### src/rtl/fetch_sequencer_if.sv
// Fetch-side bus: ROM port, decoder feedback (GOTO, status) and the
// instruction register outputs that feed the decoder.
interface fetch_sequencer_if #(
  parameter int PC_WIDTH          = 8,
  parameter int PROGRAM_DataWidth = 16,
  parameter int NumStatusBits     = 3
);
  logic [PC_WIDTH-1:0]          prog_adr;
  logic                         prog_rd_en;
  logic [PROGRAM_DataWidth-1:0] prog_data;
  logic                         cnt_wr_en;
  logic [7:0]                   literal_adr;
  logic [NumStatusBits-1:0]     status;
  logic [PROGRAM_DataWidth-1:0] instruction;
  logic                         instr_valid;
  logic [PC_WIDTH-1:0]          pc;
  logic                         skip_active;

  modport master (
    output prog_adr, prog_rd_en, instruction, instr_valid, pc, skip_active,
    input  prog_data, cnt_wr_en, literal_adr, status
  );

  modport slave (
    input  prog_adr, prog_rd_en, instruction, instr_valid, pc, skip_active,
    output prog_data, cnt_wr_en, literal_adr, status
  );
endinterface

### src/rtl/fetch_sequencer.sv
// Program counter, ROM fetch and instruction register with conditional-skip
// evaluation; three clocks per instruction.
//
//   state   | meaning
//   --------+------------------------------------------------------------
//   S_FETCH | ROM address = pc, read strobe = run_en; stall here if idle
//   S_WAIT  | ROM data valid, latched into instruction register at edge
//   S_EXEC  | decoder outputs valid; pc and skip flag update at edge
module fetch_sequencer #(
  parameter int PC_WIDTH          = 8,
  parameter int PROGRAM_DataWidth = 16,
  parameter int NumOpCodeBits     = 5,
  parameter int NumStatusBits     = 3
) (
  input  logic               clk,
  input  logic               rst_n,
  input  logic               run_en_i,
  fetch_sequencer_if.master  bus
);

  typedef enum logic [1:0] {
    S_FETCH = 2'd0,
    S_WAIT  = 2'd1,
    S_EXEC  = 2'd2
  } state_t;

  localparam logic [NumOpCodeBits-1:0] OP_IFZ  = NumOpCodeBits'(5'b10001);
  localparam logic [NumOpCodeBits-1:0] OP_IFNZ = NumOpCodeBits'(5'b10010);
  localparam logic [NumOpCodeBits-1:0] OP_IFEQ = NumOpCodeBits'(5'b10011);
  localparam logic [NumOpCodeBits-1:0] OP_IFST = NumOpCodeBits'(5'b10100);
  localparam logic [NumOpCodeBits-1:0] OP_IFGT = NumOpCodeBits'(5'b10101);

  state_t                       state_q;
  logic [PC_WIDTH-1:0]          pc_q, pc_d;
  logic [PROGRAM_DataWidth-1:0] instr_q;
  logic                         instr_valid_q;
  logic                         skip_q, skip_d;

  logic [NumOpCodeBits-1:0]     opcode;
  logic                         is_if;
  logic                         cond_pass;
  logic                         flag_z, flag_c;
  logic                         unused_status_n;

  assign opcode          = instr_q[PROGRAM_DataWidth-1 -: NumOpCodeBits];
  assign flag_z          = bus.status[0];
  assign flag_c          = bus.status[1];
  assign unused_status_n = bus.status[2];

  always_comb begin
    is_if     = 1'b1;
    cond_pass = 1'b1;
    case (opcode)
      OP_IFZ, OP_IFEQ: cond_pass = flag_z;
      OP_IFNZ:         cond_pass = ~flag_z;
      OP_IFST:         cond_pass = flag_c;
      OP_IFGT:         cond_pass = ~flag_z & ~flag_c;
      default:         is_if     = 1'b0;
    endcase
  end

  // A discarded word (instr_valid low in EXEC) always clears the skip flag,
  // so a skipped IF or GOTO has no effect beyond the pc increment.
  always_comb begin
    if (instr_valid_q && bus.cnt_wr_en) begin
      pc_d = bus.literal_adr[PC_WIDTH-1:0];
    end else begin
      pc_d = pc_q + PC_WIDTH'(1);
    end
    skip_d = instr_valid_q & is_if & ~cond_pass;
  end

  always_ff @(posedge clk or negedge rst_n) begin
    if (!rst_n) begin
      state_q       <= S_FETCH;
      pc_q          <= '0;
      instr_q       <= '0;
      instr_valid_q <= 1'b0;
      skip_q        <= 1'b0;
    end else begin
      case (state_q)
        S_FETCH: begin
          if (run_en_i) begin
            state_q <= S_WAIT;
          end
        end
        S_WAIT: begin
          instr_q       <= bus.prog_data;
          instr_valid_q <= ~skip_q;
          state_q       <= S_EXEC;
        end
        S_EXEC: begin
          instr_valid_q <= 1'b0;
          pc_q          <= pc_d;
          skip_q        <= skip_d;
          state_q       <= S_FETCH;
        end
        default: begin
          state_q       <= S_FETCH;
          instr_valid_q <= 1'b0;
        end
      endcase
    end
  end

  // Read strobe is combinational on run_en and forced low while in reset.
  assign bus.prog_rd_en  = rst_n & run_en_i & (state_q == S_FETCH);
  assign bus.prog_adr    = pc_q;
  assign bus.pc          = pc_q;
  assign bus.instruction = instr_q;
  assign bus.instr_valid = instr_valid_q;
  assign bus.skip_active = skip_q;

endmodule

### src/flat_wrapper.sv
// flat-port wrapper written by rule: the top's interface ports become plain ports
module fetch_sequencer_flat 
#(
  parameter int PC_WIDTH          = 8,
  parameter int PROGRAM_DataWidth = 16,
  parameter int NumOpCodeBits     = 5,
  parameter int NumStatusBits     = 3
)
  (clk, rst_n, run_en_i, bus_prog_adr, bus_prog_rd_en, bus_instruction, bus_instr_valid, bus_pc, bus_skip_active, bus_prog_data, bus_cnt_wr_en, bus_literal_adr, bus_status);
  fetch_sequencer_if #(.PC_WIDTH(PC_WIDTH), .PROGRAM_DataWidth(PROGRAM_DataWidth), .NumStatusBits(NumStatusBits)) bus_i ();
  input  logic clk;
  input  logic rst_n;
  input  logic run_en_i;
  output wire logic [$bits(bus_i.prog_adr)-1:0] bus_prog_adr;
  output wire logic [$bits(bus_i.prog_rd_en)-1:0] bus_prog_rd_en;
  output wire logic [$bits(bus_i.instruction)-1:0] bus_instruction;
  output wire logic [$bits(bus_i.instr_valid)-1:0] bus_instr_valid;
  output wire logic [$bits(bus_i.pc)-1:0] bus_pc;
  output wire logic [$bits(bus_i.skip_active)-1:0] bus_skip_active;
  input wire logic [$bits(bus_i.prog_data)-1:0] bus_prog_data;
  input wire logic [$bits(bus_i.cnt_wr_en)-1:0] bus_cnt_wr_en;
  input wire logic [$bits(bus_i.literal_adr)-1:0] bus_literal_adr;
  input wire logic [$bits(bus_i.status)-1:0] bus_status;
  assign bus_prog_adr = bus_i.prog_adr;
  assign bus_prog_rd_en = bus_i.prog_rd_en;
  assign bus_instruction = bus_i.instruction;
  assign bus_instr_valid = bus_i.instr_valid;
  assign bus_pc = bus_i.pc;
  assign bus_skip_active = bus_i.skip_active;
  assign bus_i.prog_data = bus_prog_data;
  assign bus_i.cnt_wr_en = bus_cnt_wr_en;
  assign bus_i.literal_adr = bus_literal_adr;
  assign bus_i.status = bus_status;
  fetch_sequencer #(.PC_WIDTH(PC_WIDTH), .PROGRAM_DataWidth(PROGRAM_DataWidth), .NumOpCodeBits(NumOpCodeBits), .NumStatusBits(NumStatusBits)) u_core (.clk(clk), .rst_n(rst_n), .run_en_i(run_en_i), .bus(bus_i));
endmodule
### config.mk
export PLATFORM = sky130hd
export DESIGN_NAME = fetch_sequencer_flat
export DESIGN_NICKNAME = d
export VERILOG_FILES = /design/src/rtl/fetch_sequencer_if.sv /design/src/rtl/fetch_sequencer.sv /design/src/flat_wrapper.sv
export SDC_FILE = /design/constraint.sdc
export NUM_CORES = 1
export LEC_CHECK = 0
export CAP_MARGIN = 0
export CORE_MARGIN = 5
export CORE_UTILIZATION = 24
export DETAILED_ROUTE_END_ITERATION = 8
export SLEW_MARGIN = 20
export SYNTH_ARGS = -nofsm -noshare
export SYNTH_HDL_FRONTEND = slang
export SYNTH_SLANG_ARGS = --single-unit
### constraint.sdc
create_clock -name clk -period 1.75 [get_ports clk]
set_input_delay 0.2625 -clock clk [delete_from_list [all_inputs] [get_ports clk]]
set_output_delay 0.2625 -clock clk [all_outputs]
set_load 0.02 [all_outputs]
# Word level (Yosys, flattened, before mapping)
# Index checks and enable logic that the tools add are counted.
dict set report word_totals {
  regBits 28
  input_bits 31
  word_cells 33
}
dict set report op_classes {
  addsub 1
  eq_ne 8
  mux 6
  n_bitwise 9
  n_reduce_logical 4
}
# operator n
set ops {}
lappend ops {{$eq 5x5->1 const B} 5}
lappend ops {{$add 8x1->8 const B} 1}
lappend ops {{$mux 8} 1}
lappend ops {{$and 1x1->1} 5}
lappend ops {{$reduce_or 5->1} 1}
lappend ops {{$not 1->1} 4}
lappend ops {{$pmux 1 s4} 1}
lappend ops {{$pmux 2 s2} 1}
lappend ops {{$eq 2x1->1 const B} 1}
lappend ops {{$eq 2x2->1 const B} 1}
lappend ops {{$logic_not 2->1} 1}
lappend ops {{$mux 2} 1}
lappend ops {{$ne 2x2->1 const B} 1}
lappend ops {{$pmux 1 s2} 1}
lappend ops {{$reduce_or 2->1} 1}
lappend ops {{$logic_and 1x1->1} 1}
lappend ops {{$mux 1} 1}

# Longest topological paths before layout
# Gate-level depths: netlist (run 1).
dict set report logic_depth {
  ltp_word 5
  depth_mapped 5
  mapped_depth_nobuf 5
}

# Worst setup path before layout (run 1)
# No wires, ideal clock.
dict set report synth_path {
  path_type {flip-flop to flip-flop}
  from {reg u_core.pc_q[0], in the netlist u_core.bus.pc[0]}
  to {reg u_core.pc_q[6], in the netlist u_core.bus.pc[6]}
  setup_time_ps 80
  t_arrival_ps 1366
  t_required_ps 1670
  slack_ps 305
  stages_incl_launch_ff 6
  n_path_buf 0
  synth_period_minus_slack_ps 1445
  cell_sequence {dfrtp_1 -> ha_1 -> nand3_1 -> or2_1 -> a21oi_1 -> a2bb2oi_1}
}
dict set report synth_between {
  elab_chain_len 2
}
# item line
set synth_rtl {}
lappend synth_rtl {{start, declared} fetch_sequencer.sv:34} ;# logic [PC_WIDTH-1:0] pc_q, pc_d;
lappend synth_rtl {{start signal, assigned} fetch_sequencer.sv:94} ;# pc_q <= pc_d;
lappend synth_rtl {{$add 8x1->8} fetch_sequencer.sv:68} ;# pc_d = pc_q + PC_WIDTH'(1);
lappend synth_rtl {{$mux 8} fetch_sequencer.sv:65} ;# if (instr_valid_q && bus.cnt_wr_en) begin
# No other way between the ends.
# A chain may end at the register's enable or synchronous reset.

# Final worst setup path (run 1)
dict set report layout_path {
  from {in run_en_i}
  to {out bus_prog_rd_en}
}
dict set report layout_between {
  elab_chain_len 2
}
# item line
set layout_rtl {}
lappend layout_rtl {{start, declared} flat_wrapper.sv:13} ;# input logic run_en_i;
lappend layout_rtl {{$and 1x1->1 (2 in a row)} fetch_sequencer.sv:107} ;# assign bus.prog_rd_en = rst_n & run_en_i & (state_q == S_FETCH);
lappend layout_rtl {{end, declared} flat_wrapper.sv:15} ;# output wire logic [$bits(bus_i.prog_rd_en)-1:0] bus_prog_rd_en;
# No other way between the ends.

==> results of run 1 <==
## per-stage QoR
step	cell area, sq um	hold WS, ns	setup slack [ns]	setup TNS [ns]	util
after CTS	2115	0.4495	0.05251	0	0.3840
after global placement	2044	0.4251	-0.2099	-0.2099	0.3713
after global routing	2116	0.4684	0.02263	0	0.3842
after floorplan	1361	-0.03309	0.3047	0	-
final	2116	0.4408	0.1039	0	0.3842
after detailed placement	2044	0.4350	-0.2101	-0.2101	0.3713
## cells in the mapped netlist, types with 2 or more instances
library cell,count,area share
buf_2,3,0.011
nor2_1,6,0.017
buf_6,2,0.017
a211oi_1,2,0.011
a2bb2oi_1,3,0.019
buf_4,8,0.044
nand2_1,8,0.022
nand2b_1,2,0.0092
mux2_4,9,0.099
mux2_2,8,0.066
dfrtp_1,28,0.51
o22ai_1,4,0.018
o21ai_0,7,0.026
a21oi_1,10,0.037
nor2b_1,2,0.0092
nand3_1,3,0.011
## cells in the final DEF (no fill, tap or decap)
cell type / n
and2_1: 1
nand2_2: 1
buf_4: 4
nor3b_1: 1
nand4_1: 1
or2_1: 1
a32o_1: 1
clkdlybuf4s50_1: 63
inv_1: 1
o21ai_0: 7
clkbuf_8: 3
mux2_2: 8
bufinv_16: 1
nor2_1: 6
mux2i_1: 1
and3_1: 1
nor2b_1: 2
nand2b_1: 2
a2bb2oi_1: 3
buf_12: 1
a21oi_1: 10
o22ai_1: 4
nand2_1: 8
ha_1: 1
and4_1: 1
mux2_4: 9
and4b_1: 1
nand3_1: 3
dfrtp_1: 28
a211oi_1: 2
clkdlybuf4s15_1: 1
## logic make-up (layout without fill, tap and decap cells)
kind of cell	after synthesis	in the layout	synth area share
fa+ha+maj	1	1	0.009190
simple gates	29	29	0.1103
buf+inv	14	74	0.07444
mux	18	18	0.1728
compound gates	27	27	0.1186
flops	28	28	0.5147
## worst max-delay path: stages
cell,delay [ns]
clkdlybuf4s50_1,0.45
nor3b_1,0.20
and2_1,0.16
clkdlybuf4s15_1,0.32
## path summary, 6_finish.rpt
check / from / endpoint / slack (ns)
setup / recovery: run_en_i / bus_prog_rd_en / 0.10
hold / removal: u_core.state_q[1]$_DFFE_PN0P_ / u_core.state_q[0]$_DFFE_PN0P_ / 0.44
setup reg to reg: u_core.bus.pc[0]$_DFFE_PN0N_ / u_core.bus.pc[6]$_DFFE_PN0N_ / 0.28
hold reg to reg: u_core.state_q[1]$_DFFE_PN0P_ / u_core.state_q[0]$_DFFE_PN0P_ / 0.44
max in group asynchronous: rst_n / u_core.state_q[1]$_DFFE_PN0P_ / 1.01
min in group asynchronous: rst_n / u_core.bus.pc[1]$_DFFE_PN0N_ / 0.46
## flip-flops by register name, summed over array words and instances (netlist names)
name,cells
u_core.bus.skip_active,1
u_core.state_q,2
u_core.bus.pc,8
u_core.bus.instr_valid,1
u_core.bus.instruction,16
## per-layer routing
metal / part of all wire / vias up / track usage
li1: - / 530 / -
met1: 0.43 / 524 / 0.1180
met2: 0.46 / 43 / 0.1504
met3: 0.10 / 2 / 0.04175
met4: 0.0036 / 0 / 0.01295
met5: 0 / - / 0
## final cells by class
cell class              instances  area, sq um
clock buffers                   3        41.29
clock inverters                 1        30.03
fillers                       550         3391
inverters                       1        3.754
multi-input cells              75        559.3
flip-flops and latches         28        700.7
well taps                      72        90.09
repair buffers                 69        690.7
## timing repair
action,4_1_cts,5_1_grt
setup endpoints to repair,1,1
hold buffers,0,0
gates resized for setup,1,1
## power by group through the flow
stage               clock, W  sequential (W)  combinational [W]
CTS                 0.000547         0.00112            0.00170
finish              0.000516         0.00112            0.00168
floorplan                  0         0.00138           0.000716
global placement           0         0.00113            0.00169
global route        0.000567         0.00118            0.00179
detailed placement         0         0.00113            0.00170
==> out/qor.txt, run 1 <==
WP data required: 1.49 ns
Port bufs: 64
HP Class: register to register
Hold path cells: 1
Max_slew headroom: 0.7421
Nets: 210
Sinks on the clock net: 28
Seq cells post-synth: 28
Routed WL per cell: 13.25 um
Clk_lat worst skew: 0.27 ns
Num CTS Buffers: 3
Final min period: 1.646 ns
Root Driver: clkbuf_8
Vias/cell: 4.414
Final hold vios: 0
CTS tree: yes
RSZ-0062 raised after global routing: false
Row count: 27
Via count: 1099
Leak Pwr: 0.8939 nW
Vias in the first global route: 1094
Final slew viol count: 0
Worst-margin pin slew: 0.3868 ns
Die Span Y: 85.32 um
Post-Layout Cell Count: 249
Largest net degree at the start of global routing: 29
Final ANT Viol Nets: 0
Initial DRC Count: 18
Final setup viols: 0
Area delta synth->final: 55.42%
Die Area: 0.007279 sq mm
Status: finished, final reports clean
Seq/Total Area, Yosys: 0.5147
I/O Pins: 66
Switch Pwr: 0.001219 W
Fmax: 607.5 MHz
Post-Route WL: 3.299 mm
Max Buffers Root-to-Sink: 2
GPL Wtd Cong: 0.6741
Sequential fraction of design power: 0.338
Initial Util: 0.2472
Startpoint Class: input port
Post-CTS setup buffers: 0
Number of synthesized flops with an enable pin: 0
Core ar.: 0.005507 sq mm
Comb power frac: 0.506
Critical path class: input port to output port
Yosys cell types: 28
Synth Flop Type: dfrtp_1
MaxCap Viol Count: 0
CP arrival: 1.38 ns
Ys async rst share: 1.000
Clock power frac: 0.156
Worst Skew: 0.002584 ns
CP Capture Type: output port
Sw frac: 0.3683
Grt ovf: 0
Diodes inserted: 0
Total GRT Usage: 0.09334
H-tree depth: 1
Yosys warns: 0
Crit share post-route: 0.9406
Layout cell share with drive strength beyond 1: 0.1525
Cell-internal power: 0.002091 W
Syn Nets: 149
DRC errors left: 0
Pwr dens: 1564 mW/mm^2
Critical path peak fanout: 2
First drt pass iteration count: 4
Clock slew seen by the registers of the worst setup and hold paths: 0.10 ns
Post-DP HPWL: 2.424 mm
Avg Inst Size Synth: 11.64 sq um
Worst vdd ir: 0.6342 mV
Global-route wire length before repair: 5.457 mm
Reg2reg path depth: 5
Total power: 0.003310 W
Initial antenna violation count: 0
Placed Instances: 245
Netlist Area Pre-Place: 0.001361 sq mm
Die W: 85.32 um
Syn Inst Count: 117
No activity file was read; power rests on OpenSTA's default activity.
==> run 2: changes to the inputs <==
--- a/config.mk
+++ b/config.mk
@@ -10,4 +10,5 @@
 export CORE_UTILIZATION = 24
 export DETAILED_ROUTE_END_ITERATION = 8
+export GPL_TIMING_DRIVEN = 0
 export SLEW_MARGIN = 20
 export SYNTH_ARGS = -nofsm -noshare
==> constraint.sdc (replaced) <==
create_clock -name clk -period 1.75 [get_ports clk]
set_input_delay 0.35 -clock clk [delete_from_list [all_inputs] [get_ports clk]]
set_output_delay 0.35 -clock clk [all_outputs]
set_load 0.02 [all_outputs]
==> out/qor.txt, run 2 (synthesis gave the netlist of run 1 again) <==
Largest net degree at the start of global routing: 15
Most frequent cells in the layout: clkdlybuf4s50_1, dfrtp_1, buf_4, a21oi_1, mux2_4
Hold path cells: 1
Post-Layout Cell Count: 263
DRC errors left: 0
Routed WL per cell: 13.03 um
Num CTS Buffers: 3
GPL Wtd Cong: 0.6977
Switch Pwr: 0.001248 W
Max Buffers Root-to-Sink: 2
Startpoint Class: register
Clock power frac: 0.109
Placed Instances: 253
Root Driver: clkbuf_8
First drt pass iteration count: 4
CP Capture Type: output port
Crit share post-route: 0.9638
Post-DP HPWL: 2.450 mm
Port bufs: 64
Final slew viol count: 0
Final hold vios: 0
Vias/cell: 4.342
Final setup viols: 0
Vias in the first global route: 1127
Hold path endpoint: u_core.bus.instr_valid$_DFFE_PN0N_
Fmax: 592.9 MHz
Grt ovf: 0
Sw frac: 0.3769
Comb power frac: 0.561
Row count: 27
Nets: 225
Critical path peak fanout: 3
Global-route wire length before repair: 5.623 mm
I/O Pins: 66
Fill count: 567
MaxCap Viol Count: 0
HP Class: register to register
FF-to-FF setup slack: 0.29 ns
Initial antenna violation count: 0
Initial DRC Count: 25
Hold path start: u_core.bus.skip_active$_DFFE_PN0N_
RSZ-0062 raised after global routing: false
Layout cell share with drive strength beyond 1: 0.2251
Via count: 1142
Reg2reg start: u_core.bus.pc[1]$_DFFE_PN0N_
Total power: 0.003312 W
Clock slew seen by the registers of the worst setup and hold paths: 0.10 ns
CTS tree: yes
Area delta synth->final: 60.94%
Post-Route Utilization: 0.3979
Pwr dens: 1512 mW/mm^2
Sequential fraction of design power: 0.330
WP data required: 1.40 ns
CP arrival: 1.34 ns
Leak Pwr: 0.9760 nW
Reg2reg path depth: 6
Worst vdd ir: 0.5815 mV
Final min period: 1.687 ns
H-tree depth: 1
Diodes inserted: 0
Final ANT Viol Nets: 0
TNS Setup: 0 ns
Critical path class: register to output port
Post-Route WL: 3.427 mm
Worst-margin pin slew: 0.6761 ns
Core ar.: 0.005507 sq mm
R2R Path End: u_core.bus.pc[6]$_DFFE_PN0N_
Die Span Y: 85.32 um
Sinks on the clock net: 28
Initial Util: 0.2472
Clk_lat worst skew: 0.27 ns
Total GRT Usage: 0.09582
Die W: 85.32 um
Max reg flops: 16
Die Area: 0.007279 sq mm
Cell-internal power: 0.002064 W
Status: finished, final reports clean
Most common cell after layout, fill and taps aside: clkdlybuf4s50_1
Worst Skew: 0.002071 ns
Max_slew headroom: 0.5478
## run 2: changes by cell type in the layout (fill, tap and decap cells not counted), sizes merged
cell           previous run  this run
buf                       5        20
bufinv                    1         0
clkdlybuf4s15             1         0
clkdlybuf4s50            63        54
dlygate4sd2               0         5
dlygate4sd3               0         2
dlymetal6s2s              0         3
## run 2: worst max path at each step
stage                                         endpoint  slack [ns]  cells after the start                         start
after floorplan           u_core.bus.pc[6]$_DFFE_PN0N_        0.30                      5  u_core.bus.pc[0]$_DFFE_PN0N_
after global placement                  bus_prog_rd_en       -1.31                      3                         rst_n
after detailed placement                bus_prog_rd_en       -0.43                      4                      run_en_i
after CTS                               bus_prog_rd_en        0.01                      4                      run_en_i
after global routing                         bus_pc[6]      0.0006                      1  u_core.bus.pc[6]$_DFFE_PN0N_
final                                  bus_prog_adr[4]        0.06                      2  u_core.bus.pc[4]$_DFFE_PN0N_
## run 2: stage by stage
stage / instance area [sq um] / setup slack [ns] / hold slack (ns)
2_1_floorplan: 1361 / 0.3047 / 0.05441
3_3_place_gp: 2092 / -1.313 / 0.4740
6_report: 2191 / 0.06341 / 0.4853
5_1_grt: 2191 / 0.0005986 / 0.4975
4_1_cts: 2190 / 0.01175 / 0.4893
3_5_place_dp: 2087 / -0.4262 / 0.4292
## run 2: final cells by class
type,instances,area [sq um],share of cell area
multi-input combinational,75,564.3,0.2576
clock buffer,3,41.29,0.01885
tap,72,90.09,0.04112
timing repair buffer,71,691.9,0.3158
sequential,28,701.9,0.3204
buffer,13,97.59,0.04455
inverter,1,3.754,0.001713
## run 2: power groups by stage
stage | clock, W | sequential [W] | combinational, W
floorplan | 0 | 0.00138 | 0.000716
global placement | 0 | 0.00113 | 0.00180
detailed placement | 0 | 0.00114 | 0.00181
CTS | 0.000374 | 0.00110 | 0.00189
global route | 0.000404 | 0.00114 | 0.00200
finish | 0.000360 | 0.00109 | 0.00186
## run 2: what timing repair did
item | in CTS | in global routing
resized for setup | 11 | 4
buffers inserted | 5 | 0
endpoints found under the hold margin | 14 | 0
gates cloned | 0 | 0
setup endpoints to repair | 9 | 4
hold buffers | 2 | 0
## run 2: worst max-delay path, stage by stage (launching register included)
cell and delay, ns:
dfrtp_1 0.37, buf_4 0.11, clkdlybuf4s50_1 0.59
## run 2: layer usage
metal	vias to the layer above	wire length, um	global-route usage	share of wire
met5	-	0	0	0
li1	563	-	-	-
met3	3	340	0.03689	0.099
met1	526	1600	0.1316	0.47
met4	0	22	0.02158	0.0064
met2	50	1464	0.1419	0.43
==> run 3: changes to the inputs <==
- CORE_MARGIN: 5 -> not set
==> out/qor.txt, run 3 (synthesis gave the netlist of run 1 again) <==
Status: finished, violations left
Failing checks: DRC
Final hold vios: 0
Clock slew seen by the registers of the worst setup and hold paths: 0.10 ns
Worst vdd ir: 0.6952 mV
Reg area: 705.7 sq um
CP Buf/Inv Count: 1
Routed WL per cell: 12.38 um
Largest net degree at the start of global routing: 29
Leak Pwr: 0.9927 nW
Row count: 27
Area delta synth->final: 62.50%
Initial antenna violation count: 0
CP Capture Type: output port
Total power: 0.003419 W
Post-Route Utilization: 0.4042
Root Driver: clkbuf_8
Fmax: 597.5 MHz
Total GRT Usage: 0.1106
Critical path peak fanout: 6
Max reg flops: 16
Core ar.: 0.005473 sq mm
Final min period: 1.674 ns
First drt pass iteration count: 5
MaxCap Viol Count: 0
RSZ-0062 raised after global routing: false
Max Buffers Root-to-Sink: 2
Max incr delay on CP: 0.62 ns
WP data required: 1.40 ns
Most frequent cells in the layout: clkdlybuf4s50_1, dfrtp_1, buf_4, a21oi_1, mux2_4
I/O Pins: 66
Final ANT Viol Nets: 0
Global-route wire length before repair: 5.154 mm
Diodes inserted: 0
Critical path class: register to output port
DRC errors left: 2
Initial Util: 0.2487
H-tree depth: 1
Final slew viol count: 0
Die Area: 0.005978 sq mm
Startpoint Class: register
GPL Wtd Cong: 0.7479
Pwr dens: 1546 mW/mm^2
CP arrival: 1.32 ns
Clk_lat worst skew: 0.28 ns
Crit share post-route: 0.9564
Layout cell share with drive strength beyond 1: 0.2394
Family with the most delay on the worst path: buffers and inverters
Max_slew headroom: 0.8347
Die Span Y: 77.32 um
HP Class: input port to async pin
Final setup viols: 0
Critical Path, Cell by Cell: clkdlybuf4s50_1
Num CTS Buffers: 3
Crit-path slowest cell: clkdlybuf4s50_1
Via count: 1131
Vias/cell: 4.350
Die W: 77.32 um
Initial DRC Count: 50
Worst-margin pin slew: 0.2476 ns
Grt ovf: 0
Vias in the first global route: 1060
Post-Route WL: 3.219 mm
Most common cell after layout, fill and taps aside: clkdlybuf4s50_1
Worst Skew: 0.003679 ns
Nets: 221
Multi-input combinational cell area: 570.5 sq um
Port bufs: 64
CTS tree: yes
Sinks on the clock net: 28
Fill count: 559
Post-DP HPWL: 2.240 mm
run 3: cell count changes in the layout (fill, tap and decap cells not counted), sizes merged:
cell / previous run / this run
clkdlybuf4s50: 54 / 51
buf: 20 / 18
dlygate4sd3: 2 / 0
dlymetal6s2s: 3 / 5
bufinv: 0 / 1
dlygate4sd2: 5 / 6
run 3: timing repair:
| action | CTS | global route |
|---|---|---|
| buffers inserted | 2 | 0 |
| hold endpoints to repair | 28 | 0 |
| hold buffers | 1 | 0 |
| endpoints found under the setup margin | 9 | 6 |
| gates resized for setup | 14 | 8 |
run 3: worst paths after layout:
| check | endpoint | slack, ns | cells after the start | startpoint |
|---|---|---|---|---|
| min in group clk | u_core.bus.instr_valid$_DFFE_PN0N_ | 0.50 | 1 | u_core.bus.skip_active$_DFFE_PN0N_ |
| max in group asynchronous | u_core.state_q[1]$_DFFE_PN0P_ | 1.55 | 2 | rst_n |
| worst min register to register | u_core.bus.instr_valid$_DFFE_PN0N_ | 0.50 | 1 | u_core.bus.skip_active$_DFFE_PN0N_ |
| worst max register to register | u_core.bus.pc[6]$_DFFE_PN0N_ | 0.29 | 6 | u_core.bus.pc[1]$_DFFE_PN0N_ |
| worst min-delay path | u_core.bus.pc[6]$_DFFE_PN0N_ | 0.03 | 2 | rst_n |
| worst max-delay path | bus_pc[5] | 0.08 | 1 | u_core.bus.pc[5]$_DFFE_PN0N_ |
run 3: where the power goes:
part	internal [W]	leakage (nW)	switching (W)
registers	0.000889	0.323	0.000227
logic	0.000979	0.634	0.000805
clock network	0.000306	0.0357	0.000213
total	0.00217	0.993	0.00125
run 3: cell type report:
type                       count  share of cell area
multi-input combinational     75              0.2579
buffer                        13             0.04412
clock buffer                   3             0.01867
timing repair buffer          67              0.3043
clock inverter                 1             0.01357
tap                           72             0.04072
sequential                    28              0.3190
inverter                       1            0.001697
run 3: metal layers:
| metal | up-vias | track usage | part of all wire |
|---|---|---|---|
| met5 | - | 0 | 0 |
| met4 | 0 | 0.005660 | 0.0025 |
| met3 | 2 | 0.04762 | 0.094 |
| met2 | 47 | 0.1752 | 0.46 |
| met1 | 529 | 0.1459 | 0.44 |
| li1 | 553 | - | - |
run 3: metrics by stage:
stage	setup slack (ns)	TNS, ns	cell area (sq um)	cells	hold WS (ns)
final	0.07638	0	2212	260	0.02668
after global routing	0.01366	0	2212	260	0.01626
after CTS	0.005133	0	2198	260	0.02434
after detailed placement	-0.4007	-0.4007	2087	253	0.4370
after global placement	-1.321	-8.677	2092	253	0.4793
after floorplan	0.3047	0	1361	117	0.05441
